==> src/rtl/alu_mb_seq.sv <==
// Multi-byte operation sequencer: walks an N-byte little-endian operand in
// data memory one byte per pass, drives the external 8-bit ALU and chains
// the carry/shift bit between bytes so wide add/sub/shift/or/xor run on the
// existing narrow datapath.
module alu_mb_seq #(
  parameter int ADDR_W = 8,
  parameter int LEN_W  = 4
) (
  input  logic              clk,
  input  logic              rst_n,
  input  logic              start,
  input  logic [2:0]        op,
  input  logic [LEN_W-1:0]  len,
  input  logic [ADDR_W-1:0] a_base,
  input  logic [ADDR_W-1:0] b_base,
  input  logic [ADDR_W-1:0] d_base,
  output logic              busy,
  output logic              done,
  output logic              carry_out,
  output logic              mem_rd_en,
  output logic [ADDR_W-1:0] mem_rd_addr,
  input  logic [7:0]        mem_rd_data,
  output logic              mem_wr_en,
  output logic [ADDR_W-1:0] mem_wr_addr,
  output logic [7:0]        mem_wr_data,
  output logic [2:0]        alu_cmd,
  output logic [7:0]        alu_a,
  output logic [7:0]        alu_b,
  output logic              alu_sci,
  input  logic [7:0]        alu_rslt,
  input  logic              alu_sco
);

  localparam logic [2:0] OP_ADD = 3'd0;
  localparam logic [2:0] OP_SUB = 3'd1;
  localparam logic [2:0] OP_LSL = 3'd2;
  localparam logic [2:0] OP_RSL = 3'd3;
  localparam logic [2:0] OP_XOR = 3'd5;

  localparam logic [2:0] CMD_ADD = 3'b110;
  localparam logic [2:0] CMD_LSL = 3'b010;
  localparam logic [2:0] CMD_RSL = 3'b101;
  localparam logic [2:0] CMD_XOR = 3'b100;
  localparam logic [2:0] CMD_OR  = 3'b011;

  typedef enum logic [2:0] {
    S_IDLE,
    S_RD_A,
    S_RD_B,
    S_EXEC,
    S_WR,
    S_DONE
  } state_t;

  state_t             r_state;
  state_t             w_state_next;
  logic [2:0]         r_op;
  logic [ADDR_W-1:0]  r_a_base;
  logic [ADDR_W-1:0]  r_b_base;
  logic [ADDR_W-1:0]  r_d_base;
  logic [LEN_W-1:0]   r_cnt;      // bytes still to process, including current
  logic [LEN_W-1:0]   r_idx;      // current byte index
  logic [7:0]         r_a;        // captured A byte (binary ops only)
  logic [7:0]         r_result;
  logic               r_sc;       // chained carry/shift bit
  logic               r_carry;

  logic               w_binary;   // op reads a B operand
  logic               w_chain;    // op updates sc from the ALU
  logic               w_last;
  logic [ADDR_W-1:0]  w_idx_ext;

  assign w_binary  = (r_op != OP_LSL) && (r_op != OP_RSL);
  assign w_chain   = (r_op <= OP_RSL);
  assign w_last    = (r_cnt == LEN_W'(1));
  assign w_idx_ext = ADDR_W'(r_idx);

  // State register; reset aborts any operation in flight.
  always_ff @(posedge clk or negedge rst_n) begin
    if (!rst_n) begin
      r_state <= S_IDLE;
    end else begin
      r_state <= w_state_next;
    end
  end

  // Next-state logic: shifts skip the B read, len=0 goes straight to DONE.
  always_comb begin
    w_state_next = r_state;
    case (r_state)
      S_IDLE: if (start) w_state_next = (len == '0) ? S_DONE : S_RD_A;
      S_RD_A: w_state_next = w_binary ? S_RD_B : S_EXEC;
      S_RD_B: w_state_next = S_EXEC;
      S_EXEC: w_state_next = S_WR;
      S_WR:   w_state_next = w_last ? S_DONE : S_RD_A;
      S_DONE: w_state_next = S_IDLE;
      default: w_state_next = S_IDLE;
    endcase
  end

  // Datapath registers: launch latch, operand capture, result/sc, indexing.
  always_ff @(posedge clk or negedge rst_n) begin
    if (!rst_n) begin
      r_op     <= '0;
      r_a_base <= '0;
      r_b_base <= '0;
      r_d_base <= '0;
      r_cnt    <= '0;
      r_idx    <= '0;
      r_a      <= '0;
      r_result <= '0;
      r_sc     <= 1'b0;
      r_carry  <= 1'b0;
    end else begin
      case (r_state)
        S_IDLE: begin
          if (start) begin
            r_op     <= op;
            r_a_base <= a_base;
            r_b_base <= b_base;
            r_d_base <= d_base;
            r_cnt    <= len;
            // RSL walks MSB first so the shift bit moves downward.
            r_idx    <= (op == OP_RSL) ? (len - LEN_W'(1)) : '0;
            r_sc     <= (op == OP_SUB);
            if (len == '0) r_carry <= (op == OP_SUB);
          end
        end
        S_RD_B: r_a <= mem_rd_data;
        S_EXEC: begin
          r_result <= alu_rslt;
          if (w_chain) r_sc <= alu_sco;
        end
        S_WR: begin
          r_cnt <= r_cnt - LEN_W'(1);
          r_idx <= (r_op == OP_RSL) ? (r_idx - LEN_W'(1)) : (r_idx + LEN_W'(1));
          if (w_last) r_carry <= r_sc;
        end
        default: ;
      endcase
    end
  end

  // Output decode: strobes, addresses and ALU drive are zero outside their state.
  always_comb begin
    busy        = (r_state != S_IDLE);
    done        = (r_state == S_DONE);
    carry_out   = r_carry;
    mem_rd_en   = 1'b0;
    mem_rd_addr = '0;
    mem_wr_en   = 1'b0;
    mem_wr_addr = '0;
    mem_wr_data = '0;
    alu_cmd     = '0;
    alu_a       = '0;
    alu_b       = '0;
    alu_sci     = 1'b0;
    case (r_state)
      S_RD_A: begin
        mem_rd_en   = 1'b1;
        mem_rd_addr = r_a_base + w_idx_ext;
      end
      S_RD_B: begin
        mem_rd_en   = 1'b1;
        mem_rd_addr = r_b_base + w_idx_ext;
      end
      S_EXEC: begin
        // Binary ops have B on the read bus now; shifts still have A there.
        alu_a = w_binary ? r_a : mem_rd_data;
        case (r_op)
          OP_ADD: begin
            alu_cmd = CMD_ADD;
            alu_b   = mem_rd_data;
            alu_sci = r_sc;
          end
          OP_SUB: begin
            alu_cmd = CMD_ADD;
            alu_b   = ~mem_rd_data;
            alu_sci = r_sc;
          end
          OP_LSL: begin
            alu_cmd = CMD_LSL;
            alu_sci = r_sc;
          end
          OP_RSL: begin
            alu_cmd = CMD_RSL;
            alu_sci = r_sc;
          end
          OP_XOR: begin
            alu_cmd = CMD_XOR;
            alu_b   = mem_rd_data;
          end
          default: begin
            alu_cmd = CMD_OR;
            alu_b   = mem_rd_data;
          end
        endcase
      end
      S_WR: begin
        mem_wr_en   = 1'b1;
        mem_wr_addr = r_d_base + w_idx_ext;
        mem_wr_data = r_result;
      end
      default: ;
    endcase
  end

endmodule

==> config.mk <==
export PLATFORM = sky130hd
export DESIGN_NAME = alu_mb_seq
export DESIGN_NICKNAME = d
export VERILOG_FILES = /design/src/rtl/alu_mb_seq.sv
export SDC_FILE = /design/constraint.sdc
export NUM_CORES = 1
export LEC_CHECK = 0
export CORE_MARGIN = 10
export CORE_UTILIZATION = 52
export CTS_BUF_LIST = sky130_fd_sc_hd__clkbuf_8 sky130_fd_sc_hd__clkbuf_16
export DETAILED_ROUTE_END_ITERATION = 6
export MAX_ROUTING_LAYER = met4
export PLACE_DENSITY = 0.92
export SLEW_MARGIN = 20
export SYNTH_ARGS = -nofsm -noshare
export SYNTH_HDL_FRONTEND = slang
export SYNTH_SLANG_ARGS = --single-unit
==> constraint.sdc <==
create_clock -name clk -period 5.95 [get_ports clk]
set_clock_uncertainty 0.1 [all_clocks]
set_input_delay 1.19 -clock clk [delete_from_list [all_inputs] [get_ports clk]]
set_output_delay 1.19 -clock clk [all_outputs]
set_load 0.02 [all_outputs]
==> results.sh, run 1 <==
export IMPL_status="finished clean"
export IMPL_wl_per_cell_um=16.5
export IMPL_critical_path_class="reg -> out"
export IMPL_grt_pass1_wl_mm=15.4
export IMPL_fin_ws_ns=0.713
export IMPL_synth_yosys_seq_area_share=0.397
export IMPL_cts_tree="done"
export IMPL_synth_top_cells_by_count="nand2_1 (109), dfrtp_1 (56), nor2_1 (35), mux2_2 (29), a21oi_1 (27)"
export IMPL_area_growth_pct=31.0
export IMPL_grt_ovfl_total=0
export IMPL_cts_sinks=56
export IMPL_p_leak_uw=0.00206
export IMPL_cp_required_ns=4.66
export IMPL_setup_viol=0
export IMPL_synth_cell_area_um2=3530
export IMPL_post_route_min_period_ns=5.24
export IMPL_crit_path_end_kind="output port"
export IMPL_post_cts_buffers=0
export IMPL_synth_ff_type="dfrtp_1"
export IMPL_drv_slew=0
export IMPL_synth_distinct_cells=45
export IMPL_cpPeakStageDelay_ns=0.84
export IMPL_synth_most_common_cell="nand2_1"
export IMPL_ioPinCount=100
export IMPL_wl_mm=9.59
export IMPL_rsz0062_at_grt="no"
export IMPL_post_route_drc_count=0
export IMPL_ys_warnings_count=0
export IMPL_cp_top_family="simple AND/OR/NAND/NOR gates"
export IMPL_crit_arrival_ns=3.95
export IMPL_period_share=0.880
export IMPL_relSlewSlack=0.344
export IMPL_hold_viol_final=0
export IMPL_synth_seq_cells=56
export IMPL_hpwl_mm=7.25
export IMPL_drtIter0Drc=167
export IMPL_fin_nets=569
export IMPL_place_inst=572
export IMPL_tightest_slew_ns=0.980
export IMPL_worstHoldStart="r_b_base[0]"
export IMPL_cts_clk_slew_worst_paths_ns=0.10
export IMPL_max_freq_mhz=191
export IMPL_synth_top_area_cell="dfrtp_1"
export IMPL_cts_made_buffers=5
export IMPL_syn_instance_count=415
export IMPL_post_route_util=0.717
export IMPL_timing_rr_start="r_op[1]"
export IMPL_die_w_um=102
export IMPL_vdd_drop_max_mv=0.422
export IMPL_start_util=0.547
export IMPL_p_per_area_nw_per_um2=498
export IMPL_drive_gt1_frac=0.0954
export IMPL_drtAntennaViolNets=0
export IMPL_cp_slowest_cell="nor3b_2"
export IMPL_syn_avg_cell_area_um2=8.51
export IMPL_grt_max_degree=57
export IMPL_grt_antenna_before_repair=0
export IMPL_antenna_cells=0
export IMPL_die_area_um2=10500
export IMPL_min_path_type="reg -> reg"
export IMPL_pre_cts_ws_ns=1.10
export IMPL_rows=29
export IMPL_ctsHoldBuffers=0
export IMPL_crit_chain="nor3b_2 -> mux2_2 -> ha_1 -> inv_1 -> fa_1 -> nor2b_1 -> o21ai_0 -> a22oi_1 -> xor2_1 -> nor2_1 -> clkdlybuf4s50_1"
export IMPL_netlist_area_leader_share=0.397
export IMPL_cts_resized=0
export IMPL_finalSetupTns_ns=0
export IMPL_drt_first_pass_iters=4
export IMPL_synth_edf_count=0
export IMPL_syn_nets=482
export IMPL_cts_path_max_buffers=2
export IMPL_clock_latency_ns=0.31
export IMPL_synth_area_leaders="dfrtp_1 (40%), nand2_1 (12%), mux2_2 (9.2%)"
export IMPL_critPathBufInv=2
export IMPL_fp_dieH_um=102
export IMPL_globalRouteTotalUtil=0.185
export IMPL_grt_pass1_vias=3226
export IMPL_viasPerCell=5.51
export IMPL_htreeDepth=2
export IMPL_cp_start_kind="flip-flop"
export IMPL_gp_congestion=0.914
export IMPL_crit_start="r_state[0]"
export IMPL_stdcell_count=580
export IMPL_synthArstFlopShare=1.00
export IMPL_root_buffer="clkbuf_8"
export IMPL_cap_violations=0
export IMPL_critPathMaxFanout=13
export IMPL_portBuffers=99
export IMPL_fp_coreArea_um2=6460
export IMPL_num_vias=3197
==> kinds of logic after synthesis <==
kind of cell,count (synthesis),share of synthesized area
AO/OA/AOI/OAI,59,0.101
XOR/XNOR,14,0.0347
adder cells (fa/ha/maj),17,0.0659
buffers and inverters,38,0.0499
flip-flops,56,0.397
multiplexers,33,0.104
AND/OR/NAND/NOR,198,0.248
==> state kept, by name, indices dropped and copies added (netlist names), 3 cells and up <==
| name | count |
|---|---|
| r_idx | 4 |
| r_result | 8 |
| r_b_base | 8 |
| r_cnt | 4 |
| r_a | 8 |
| r_d_base | 8 |
| r_state | 3 |
| r_op | 3 |
| r_a_base | 8 |
==> layer usage <==
layer / part of all wire / vias up / GRT usage
met5: 0 / - / -
li1: - / 1548 / -
met2: 0.49 / 126 / 0.308
met4: 0.0091 / 0 / 0.0445
met1: 0.43 / 1512 / 0.223
met3: 0.064 / 11 / 0.0405
==> report_power, final <==
part           internal (µW)  leakage [µW]  switching [µW]  total (µW)
logic                    620       0.00134             719        1340
registers                566      0.000684             187         753
clock network           83.7     0.0000404             130         214
total                   1270       0.00206            1040        2300
==> cells in the final DEF, fill, tap and decap left out, types with 2 or more instances in the layout <==
cell type and instances:
nor3b_1 3, nand2_1 108, clkbuf_8 5, o21ai_0 12, nor2_1 35, fa_1 3
nand3b_1 3, ha_1 13, xor2_1 7, xnor2_1 7, mux2_2 29, nor3_1 10
nand2b_1 5, nor2b_1 3, a21oi_1 27, and3_1 2, buf_4 3, a21o_1 5
nand3_1 6, dfrtp_1 56, mux2i_1 4, a211oi_1 4, and2_1 14, clkdlybuf4s50_1 98
clkinvlp_4 2, nor3b_2 2, inv_1 15
==> area by class of cell <==
class,count,area (µm²)
multi-input combinational,321,1970
fill,491,1830
sequential,56,1400
timing repair buffer,102,1010
tap,77,96.3
clock buffer,5,68.8
inverter,16,62.6
clock inverter,3,23.8
==> through the flow <==
| stage | area [µm²] | hold WS (ns) | total power [µW] |
|---|---|---|---|
| after global placement | 4530 | 0.360 | 2030 |
| final | 4630 | 0.392 | 2300 |
| after CTS | 4620 | 0.390 | 2320 |
| after global routing | 4630 | 0.424 | 2500 |
| after floorplan | 3530 | 0.340 | 1630 |
| after detailed placement | 4530 | 0.366 | 2100 |
==> worst paths after layout <==
| path | depth (start not counted) | slack [ns] | end |
|---|---|---|---|
| worst max register to register | 9 | 2.88 | r_idx[3] |
| min in group asynchronous | 2 | 0.90 | r_b_base[1] |
| max in group asynchronous | 2 | 4.38 | r_a_base[4] |
| worst min register to register | 2 | 0.39 | r_b_base[0] |
| worst min-delay path | 2 | 0.39 | r_b_base[0] |
| worst max-delay path | 11 | 0.71 | mem_rd_addr[6] |
==> tightest hold or removal path: cells and delay by family (launching register included) <==
family / cells / cell delay (ns)
simple gates: 2 / 0.10
flops: 1 / 0.36
No activity file was read; power rests on OpenSTA's default activity.
==> inputs of run 2 (changes only) <==
- ABC_CLOCK_PERIOD_IN_PS: not set -> 5950
==> results of run 2 <==
Same layout as run 1: the final DEF is identical, and so are final timing and power.
